## src/rtl/pga_pkg.sv

```systemverilog
// Shared types and constants for the PGA gain-ranging controller.
//   pga_gain_t      : 2-bit PGA gain code (00 = x1 ... 11 = x4)
//   GAIN_MIN/MAX    : gain saturation limits
//   pga_gc_state_t  : controller FSM state
//   PGA_VCM         : PGA output common-mode code
//   MAG_FS          : full-scale (saturated) magnitude
package pga_pkg;

  typedef logic [1:0] pga_gain_t;

  localparam pga_gain_t GAIN_MIN = 2'd0;
  localparam pga_gain_t GAIN_MAX = 2'd3;

  typedef enum logic [1:0] {
    StIdle,
    StSettle,
    StMeasure,
    StDecide
  } pga_gc_state_t;

  localparam logic [15:0] PGA_VCM = 16'h8000;
  localparam logic [15:0] MAG_FS  = 16'h7FFF;

endpackage

```

## src/rtl/pga_gain_ctrl_if.sv

```systemverilog
// Signal bundle between the register block / PGA side (master) and the gain controller (slave).
//   Master drives : enable, auto_en, manual_gain, ovr_clr, vout_p, vout_n
//   Slave drives  : pga_gain, pga_enable, peak_mag, window_done, range_event, overrange,
//                   up_count, down_count
interface pga_gain_ctrl_if;

  logic                enable;
  logic                auto_en;
  pga_pkg::pga_gain_t  manual_gain;
  logic                ovr_clr;
  logic [15:0]         vout_p;
  logic [15:0]         vout_n;
  pga_pkg::pga_gain_t  pga_gain;
  logic                pga_enable;
  logic [15:0]         peak_mag;
  logic                window_done;
  logic                range_event;
  logic                overrange;
  logic [7:0]          up_count;
  logic [7:0]          down_count;

  modport master (
    output enable, auto_en, manual_gain, ovr_clr, vout_p, vout_n,
    input  pga_gain, pga_enable, peak_mag, window_done, range_event, overrange,
           up_count, down_count
  );

  modport slave (
    input  enable, auto_en, manual_gain, ovr_clr, vout_p, vout_n,
    output pga_gain, pga_enable, peak_mag, window_done, range_event, overrange,
           up_count, down_count
  );

endinterface

```

## src/rtl/pga_peak_detect.sv

```systemverilog
// Differential magnitude and window running-maximum.
//   clk, reset_n : clock, asynchronous active-low reset
//   i_vout_p/n   : PGA differential outputs
//   i_sample     : fold the current magnitude into the running max
//   i_clr        : clear the running max (takes priority over i_sample)
//   o_mag        : combinational magnitude of the current sample
//   o_peak       : running max of the samples taken since the last clear
module pga_peak_detect
  import pga_pkg::*;
(
  input  logic        clk,
  input  logic        reset_n,
  input  logic [15:0] i_vout_p,
  input  logic [15:0] i_vout_n,
  input  logic        i_sample,
  input  logic        i_clr,
  output logic [15:0] o_mag,
  output logic [15:0] o_peak
);

  logic [15:0] w_diff;
  logic [15:0] w_mag;
  logic [15:0] r_peak_q;

  assign w_diff = i_vout_p - i_vout_n;

  // |diff| of a signed 16-bit value; -32768 has no positive twin so it saturates.
  always_comb begin
    w_mag = w_diff;
    if (w_diff == 16'h8000) begin
      w_mag = MAG_FS;
    end else if (w_diff[15]) begin
      w_mag = ~w_diff + 16'd1;
    end
  end

  always_ff @(posedge clk or negedge reset_n) begin
    if (!reset_n) begin
      r_peak_q <= '0;
    end else if (i_clr) begin
      r_peak_q <= '0;
    end else if (i_sample && (w_mag > r_peak_q)) begin
      r_peak_q <= w_mag;
    end
  end

  assign o_mag  = w_mag;
  assign o_peak = r_peak_q;

endmodule

```

## src/rtl/pga_gain_ctrl.sv

```systemverilog
// Automatic gain-ranging controller around the PGA. Measures the peak differential magnitude
// over a window of 2^WINDOW_LOG2 samples and steps the gain with hysteresis, waiting
// SETTLE_CYCLES after every gain change or enable before measuring again.
//   clk, reset_n : clock, asynchronous active-low reset
//   bus (slave)  : enable/auto_en/manual_gain/ovr_clr/vout_p/vout_n in; pga_gain, pga_enable,
//                  peak_mag, window_done, range_event, overrange, up_count, down_count out
// Build option: define PGA_GAIN_CTRL_STATS_EN to keep the saturating up/down step counters;
// otherwise up_count and down_count are tied to zero.
module pga_gain_ctrl
  import pga_pkg::*;
#(
  parameter int unsigned SETTLE_CYCLES = 4,
  parameter int unsigned WINDOW_LOG2   = 6,
  parameter logic [15:0] HI_THRESH     = 16'h7000,
  parameter logic [15:0] LO_THRESH     = 16'h1800
) (
  input  logic            clk,
  input  logic            reset_n,
  pga_gain_ctrl_if.slave  bus
);

  localparam logic [11:0] SettleLast = 12'(SETTLE_CYCLES - 1);
  localparam logic [11:0] WinLast    = 12'((1 << WINDOW_LOG2) - 1);

  pga_gc_state_t r_state_q, r_state_d;
  logic [11:0]   r_cnt_q, r_cnt_d;
  pga_gain_t     r_gain_q, r_gain_d;
  logic [15:0]   r_peak_mag_q, r_peak_mag_d;
  logic          r_window_done_q, r_window_done_d;
  logic          r_range_event_q, r_range_event_d;
  logic          r_ovr_q, r_ovr_d;
  logic          r_auto_q;
  logic          r_pga_enable_q;
  logic          w_step_up, w_step_dn;
  logic          w_sample;
  logic [15:0]   w_mag;
  logic [15:0]   w_peak;

  assign w_sample = (r_state_q == StMeasure);

  // Peak is cleared in every non-MEASURE cycle, so a window abandoned for any reason
  // (enable drop, mode change, gain step) never leaks into the next one.
  pga_peak_detect u_peak_detect (
    .clk      (clk),
    .reset_n  (reset_n),
    .i_vout_p (bus.vout_p),
    .i_vout_n (bus.vout_n),
    .i_sample (w_sample),
    .i_clr    (!w_sample),
    .o_mag    (w_mag),
    .o_peak   (w_peak)
  );

  always_ff @(posedge clk or negedge reset_n) begin
    if (!reset_n) begin
      r_state_q       <= StIdle;
      r_cnt_q         <= '0;
      r_gain_q        <= GAIN_MIN;
      r_peak_mag_q    <= '0;
      r_window_done_q <= 1'b0;
      r_range_event_q <= 1'b0;
      r_ovr_q         <= 1'b0;
      r_auto_q        <= 1'b0;
      r_pga_enable_q  <= 1'b0;
    end else begin
      r_state_q       <= r_state_d;
      r_cnt_q         <= r_cnt_d;
      r_gain_q        <= r_gain_d;
      r_peak_mag_q    <= r_peak_mag_d;
      r_window_done_q <= r_window_done_d;
      r_range_event_q <= r_range_event_d;
      r_ovr_q         <= r_ovr_d;
      r_auto_q        <= bus.auto_en;
      r_pga_enable_q  <= bus.enable;
    end
  end

  always_comb begin
    r_state_d       = r_state_q;
    r_cnt_d         = r_cnt_q;
    r_gain_d        = r_gain_q;
    r_peak_mag_d    = r_peak_mag_q;
    r_window_done_d = 1'b0;
    w_step_up       = 1'b0;
    w_step_dn       = 1'b0;

    if (!bus.enable) begin
      // Gain and last peak are held while disabled.
      r_state_d = StIdle;
      r_cnt_d   = '0;
    end else begin
      unique case (r_state_q)
        StIdle: begin
          r_state_d = StSettle;
          r_cnt_d   = '0;
        end
        StSettle: begin
          if (r_cnt_q == SettleLast) begin
            r_state_d = StMeasure;
            r_cnt_d   = '0;
          end else begin
            r_cnt_d = r_cnt_q + 12'd1;
          end
        end
        StMeasure: begin
          if (r_cnt_q == WinLast) begin
            r_state_d = StDecide;
            r_cnt_d   = '0;
          end else begin
            r_cnt_d = r_cnt_q + 12'd1;
          end
        end
        StDecide: begin
          r_peak_mag_d    = w_peak;
          r_window_done_d = 1'b1;
          // A mode change in this very cycle suppresses the auto decision.
          if (bus.auto_en && r_auto_q) begin
            if ((w_peak >= HI_THRESH) && (r_gain_q != GAIN_MIN)) begin
              w_step_dn = 1'b1;
            end else if ((w_peak < LO_THRESH) && (r_gain_q != GAIN_MAX)) begin
              w_step_up = 1'b1;
            end
          end
          r_cnt_d = '0;
          if (w_step_up) begin
            r_gain_d  = r_gain_q + 2'd1;
            r_state_d = StSettle;
          end else if (w_step_dn) begin
            r_gain_d  = r_gain_q - 2'd1;
            r_state_d = StSettle;
          end else begin
            r_state_d = StMeasure;
          end
        end
        default: r_state_d = StIdle;
      endcase

      // Mode/manual-gain events override the normal sequence and restart settling.
      if (!bus.auto_en && (r_auto_q || (bus.manual_gain != r_gain_q))) begin
        r_gain_d  = bus.manual_gain;
        r_state_d = StSettle;
        r_cnt_d   = '0;
        w_step_up = 1'b0;
        w_step_dn = 1'b0;
      end else if (bus.auto_en && !r_auto_q) begin
        r_state_d = StSettle;
        r_cnt_d   = '0;
      end
    end

    r_range_event_d = w_step_up | w_step_dn;

    // Set wins over a simultaneous clear.
    if (w_sample && (w_mag == MAG_FS)) begin
      r_ovr_d = 1'b1;
    end else if (bus.ovr_clr) begin
      r_ovr_d = 1'b0;
    end else begin
      r_ovr_d = r_ovr_q;
    end
  end

`ifdef PGA_GAIN_CTRL_STATS_EN
  logic [7:0] r_up_cnt_q, r_dn_cnt_q;

  always_ff @(posedge clk or negedge reset_n) begin
    if (!reset_n) begin
      r_up_cnt_q <= '0;
      r_dn_cnt_q <= '0;
    end else begin
      if (w_step_up && (r_up_cnt_q != 8'hFF)) begin
        r_up_cnt_q <= r_up_cnt_q + 8'd1;
      end
      if (w_step_dn && (r_dn_cnt_q != 8'hFF)) begin
        r_dn_cnt_q <= r_dn_cnt_q + 8'd1;
      end
    end
  end

  assign bus.up_count   = r_up_cnt_q;
  assign bus.down_count = r_dn_cnt_q;
`else
  assign bus.up_count   = 8'd0;
  assign bus.down_count = 8'd0;
`endif

  assign bus.pga_gain    = r_gain_q;
  assign bus.pga_enable  = r_pga_enable_q;
  assign bus.peak_mag    = r_peak_mag_q;
  assign bus.window_done = r_window_done_q;
  assign bus.range_event = r_range_event_q;
  assign bus.overrange   = r_ovr_q;

endmodule
```

## src/flat_wrapper.sv

```systemverilog
// flat-port wrapper written by rule: the top's interface ports become plain ports
module pga_gain_ctrl_flat import pga_pkg::*;
#(
  parameter int unsigned SETTLE_CYCLES = 4,
  parameter int unsigned WINDOW_LOG2   = 6,
  parameter logic [15:0] HI_THRESH     = 16'h7000,
  parameter logic [15:0] LO_THRESH     = 16'h1800
)
  (clk, reset_n, bus_enable, bus_auto_en, bus_manual_gain, bus_ovr_clr, bus_vout_p, bus_vout_n, bus_pga_gain, bus_pga_enable, bus_peak_mag, bus_window_done, bus_range_event, bus_overrange, bus_up_count, bus_down_count);
  pga_gain_ctrl_if bus_i ();
  input  logic clk;
  input  logic reset_n;
  input wire logic [$bits(bus_i.enable)-1:0] bus_enable;
  input wire logic [$bits(bus_i.auto_en)-1:0] bus_auto_en;
  input wire logic [$bits(bus_i.manual_gain)-1:0] bus_manual_gain;
  input wire logic [$bits(bus_i.ovr_clr)-1:0] bus_ovr_clr;
  input wire logic [$bits(bus_i.vout_p)-1:0] bus_vout_p;
  input wire logic [$bits(bus_i.vout_n)-1:0] bus_vout_n;
  output wire logic [$bits(bus_i.pga_gain)-1:0] bus_pga_gain;
  output wire logic [$bits(bus_i.pga_enable)-1:0] bus_pga_enable;
  output wire logic [$bits(bus_i.peak_mag)-1:0] bus_peak_mag;
  output wire logic [$bits(bus_i.window_done)-1:0] bus_window_done;
  output wire logic [$bits(bus_i.range_event)-1:0] bus_range_event;
  output wire logic [$bits(bus_i.overrange)-1:0] bus_overrange;
  output wire logic [$bits(bus_i.up_count)-1:0] bus_up_count;
  output wire logic [$bits(bus_i.down_count)-1:0] bus_down_count;
  assign bus_i.enable = bus_enable;
  assign bus_i.auto_en = bus_auto_en;
  assign bus_i.manual_gain = bus_manual_gain;
  assign bus_i.ovr_clr = bus_ovr_clr;
  assign bus_i.vout_p = bus_vout_p;
  assign bus_i.vout_n = bus_vout_n;
  assign bus_pga_gain = bus_i.pga_gain;
  assign bus_pga_enable = bus_i.pga_enable;
  assign bus_peak_mag = bus_i.peak_mag;
  assign bus_window_done = bus_i.window_done;
  assign bus_range_event = bus_i.range_event;
  assign bus_overrange = bus_i.overrange;
  assign bus_up_count = bus_i.up_count;
  assign bus_down_count = bus_i.down_count;
  pga_gain_ctrl #(.SETTLE_CYCLES(SETTLE_CYCLES), .WINDOW_LOG2(WINDOW_LOG2), .HI_THRESH(HI_THRESH), .LO_THRESH(LO_THRESH)) u_core (.clk(clk), .reset_n(reset_n), .bus(bus_i));
endmodule
```

## config.mk

```make
export PLATFORM = sky130hd
export DESIGN_NAME = pga_gain_ctrl_flat
export DESIGN_NICKNAME = d
export VERILOG_FILES = /design/src/rtl/pga_pkg.sv /design/src/rtl/pga_gain_ctrl_if.sv /design/src/rtl/pga_peak_detect.sv /design/src/rtl/pga_gain_ctrl.sv /design/src/flat_wrapper.sv
export SDC_FILE = /design/constraint.sdc
export NUM_CORES = 1
export LEC_CHECK = 0
export BUFFER_PORTS_ARGS = -buffer_cell sky130_fd_sc_hd__buf_2
export CORE_MARGIN = 4
export CORE_UTILIZATION = 57
export DETAILED_ROUTE_END_ITERATION = 10
export PLACE_DENSITY = 0.81
export SLEW_MARGIN = 20
export SYNTH_ARGS = -nofsm -noshare
export SYNTH_HDL_FRONTEND = slang
export SYNTH_HIERARCHICAL = 1
export SYNTH_SLANG_ARGS = --single-unit
```

## constraint.sdc

```tcl
create_clock -name clk -period 2.5 [get_ports clk]
set_input_delay 0.5 -clock clk [delete_from_list [all_inputs] [get_ports clk]]
set_output_delay 0.5 -clock clk [all_outputs]
set_load 0.02 [all_outputs]
```

==> summary.txt <==
Floorplanning
  • Die W: 93.81 µm
  • Die Height: 93.81 µm
  • I/O pins: 77
  • Core box area: 7214 µm²
  • Site row count: 31
  • Starting density of the core: 58.17%
  • Die ar.: 8799 µm²

Layout
  • Most frequent cells in the layout: buf_4, buf_2, dfrtp_1, inv_1, nand2_1
  • Ant diodes: 0
  • Area of the multi-input gates: 3062 µm²
  • Most common cell after layout, fill and taps aside: buf_4
  • Post-layout util: 84.58%
  • # fillers: 399
  • Share of post-route cells with drive strength above 1: 45.11%
  • Layout area overhead: 45.41%
  • Final Cell Area: 6102 µm²
  • Fin nets: 726
  • Reg area: 1326 µm²

Clocking
  • CTS sink cnt: 53
  • CTS root buf: clkbuf_8
  • CTS Buffer Depth: 2
  • Hold-fix buffers, CTS: 0
  • CTS H-tree lvls: 2
  • CTS Buf Count: 5
  • CTS tree: built
  • Clock Latency Late Sink: 0.33 ns
  • Clock slew at the register clock pins of the worst setup and hold paths: 0.11 ns

Outcome
  • Failing checks: negative setup slack
  • Status: finished with violations

Timing
  • Final setup viols: 17
  • Max_slew headroom: 65.67%
  • RSZ-0062 raised after global routing: true
  • Tightest Pin Transition: 0.5141 ns
  • Worst setup margin: -2.258 ns
  • Fin Clk Skew: 0.01041 ns
  • Final Max Slew Viols: 0
  • F_max: 210.2 MHz
  • Final min period: 4.758 ns
  • WHS: 0.1511 ns
  • TNS Setup: -36.79 ns
  • Final Hold Viols: 0
  • Final period utilization: 190.3%

Yosys
  • Ys flop type: dfrtp_1
  • Synthesis warning total: 6
  • Mapped cell area: 4197 µm²
  • Seq/Total Area, Yosys: 31.60%
  • Area leader, netlist: dfrtp_1
  • Synth Register Bits: 53
  • Largest cells by area after synthesis: dfrtp_1, ha_1, mux2_2
  • Mean Syn Cell Area: 8.853 µm²
  • Ys async rst share: 100.0%
  • Post-synth EDFFs: 0
  • Synth top area share: 31.60%
  • Netlist cell types: 62
  • Cell count after synthesis: 474

Power and ir drop
  • Pleak: 2.953 nW
  • Power per cell area: 546.5 nW/µm²
  • Pwr Total: 3.335 mW
  • Worst VDD drop: 0.2904 mV

Critical path
  • Flop2flop setup slack: 0.01 ns
  • Reg2Reg Depth: 10
  • Arr. time, crit path: 4.97 ns
  • Crit Path Max Fanout: 5
  • Worst Setup End Kind: flip-flop
  • Crit path required time: 2.71 ns
  • Reg-to-reg endpoint: u_core/u_peak_detect/o_peak[14]
  • Startpoint Class: primary input
  • Setup Crit Path Kind: in -> reg
  • Worst R2R Start: u_core/u_peak_detect/o_peak[9]

Detailed routing
  • Total wire length: 13620 µm
  • Via count: 4483
  • Initial DRC count: 344
  • DRT antenna net count: 0
  • DR pass1 iterations: 6
  • DRC: 0
  • Vias/cell: 5.954
  • Routed wire per std cell: 18.09 µm

Hold path
  • Hold Path Class: in -> async

GRT
  • Initial antenna violation count: 0
  • Met1 GRT Util: 30.35%
  • First-pass GRT wire length: 20330 µm
  • Vias in the first global route: 4505
  • M2 GR Usage: 53.87%
  • Gr usage total: 28.83%
  • Gr busiest metal: met2
  • Grt total ovfl: 0
  • Pin count of the biggest net entering global routing: 54
  • Global Route met3 Usage: 3.686%

Placed design
  • Port Buffer Count: 60
  • HPWL after DPL: 8481 µm
  • Placed cell area: 5430 µm²
  • GP Congestion: 0.8478

Flow run
  • Max_cap viols: 0
==> cells by family (layout without fill, tap and decap cells) <==
kind of cell             count (synthesis)  count (layout)  synth area share (%)
other                                    1              16               0.08936
multiplexers                            18              18                 4.800
XOR/XNOR                                36              36                 7.692
flip-flops                              53              53                 31.60
AO/OA/AOI/OAI                          107             107                 18.43
adder cells (fa/ha/maj)                 34              34                 10.32
AND/OR/NAND/NOR                        152             153                 18.90
buffers and inverters                   73             237                 8.169
==> state kept, by name, summed over array words and instances, names as in the netlist <==
name                         count
u_core/r_cnt_q                  12
u_core/bus.range_event           1
u_core/bus.peak_mag             16
u_core/bus.window_done           1
u_core/u_peak_detect/o_peak     16
u_core/r_auto_q                  1
u_core/r_state_q                 2
u_core/bus.pga_enable            1
u_core/bus.overrange             1
u_core/bus.pga_gain              2
==> area by class of cell <==
type | instances | share of cell area [%]
Tap cell | 99 | 2.030
Multi-Input combinational cell | 364 | 50.17
Timing Repair Buffer | 185 | 21.59
Sequential cell | 53 | 21.73
Clock inverter | 3 | 0.4306
Inverter | 44 | 2.912
Clock buffer | 5 | 1.128
==> layer usage <==
layer | vias up | wire [µm] | part of all wire [%]
met2 | 241 | 7174 | 53
met3 | 89 | 844 | 6.2
li1 | 2021 | - | -
met4 | 0 | 787 | 5.8
met1 | 2132 | 4814 | 35
met5 | - | 0 | 0
==> report_power, final <==
group          total, mW  internal (mW)  switching [mW]
Sequential         0.899          0.871          0.0277
Combinational       1.91          0.928           0.979
Clock              0.529          0.204           0.325
==> critical path, stage by stage <==
cell and delay, ns:
buf_8 0.11, inv_12 0.04, ha_4 0.11, inv_2 0.03, fa_2 0.33, a21o_1 0.21
a221oi_4 0.36, buf_4 0.18, nor3_2 0.05, or3_4 0.43, nor4_4 0.32, buf_4 0.19
nand2_4 0.09, buf_4 0.16, nand2_4 0.07, ha_4 0.20, a21o_1 0.17, a21o_1 0.20
a21oi_1 0.20, o21ai_2 0.07, and2_4 0.18, a31o_4 0.22, and3_4 0.19, a2111oi_4 0.36
==> cell usage after synthesis (2+ instances only) <==
library cell and n:
a211oi_1 4, a21o_1 12, a21oi_1 24, a221oi_1 4, a311oi_1 10, a31oi_1 7
and2_1 7, and3_1 9, buf_2 7, buf_4 16, clkbuf_1 6, dfrtp_1 53
ha_1 33, inv_1 44, mux2_2 17, nand2_1 38, nand2b_1 8, nand3_1 11
nand3_2 2, nand3b_1 2, nand4_1 11, nor2_1 36, nor2b_1 2, nor3_1 8
nor3b_1 2, o2111ai_1 3, o211a_1 5, o211ai_1 3, o21ai_0 13, o21ai_1 2
o221ai_1 2, o31ai_1 2, o41ai_1 2, or2_2 3, or3_1 4, or4_1 3
xnor2_1 19, xor2_1 16
==> worst max path at each step <==
stage | to | cells past startpoint | slack, ns | from
2_1_floorplan | u_core/u_peak_detect/o_peak[15] | 22 | -2.01 | bus_vout_p[0]
3_3_place_gp | u_core/u_peak_detect/o_peak[15] | 19 | -2.26 | bus_vout_p[0]
3_5_place_dp | u_core/u_peak_detect/o_peak[5] | 23 | -2.37 | bus_vout_p[0]
4_1_cts | u_core/u_peak_detect/o_peak[15] | 23 | -1.84 | bus_vout_p[0]
5_1_grt | u_core/u_peak_detect/o_peak[14] | 26 | -2.36 | bus_vout_p[0]
6_report | u_core/u_peak_detect/o_peak[14] | 24 | -2.26 | bus_vout_p[0]
==> repair_timing <==
item	in CTS	in global routing
setup buffers	24	5
gates cloned	1	2
setup endpoints to repair	17	17
pin swaps	34	13
resized for setup	41	24
==> metrics by stage <==
stage | cells | worst slack, ns
finish | 753 | -2.258
floorplan | 489 | -2.006
global placement | 714 | -2.258
global route | 753 | -2.365
CTS | 746 | -1.845
detailed placement | 714 | -2.374
Note: power is estimated with default switching activity, not from simulation.
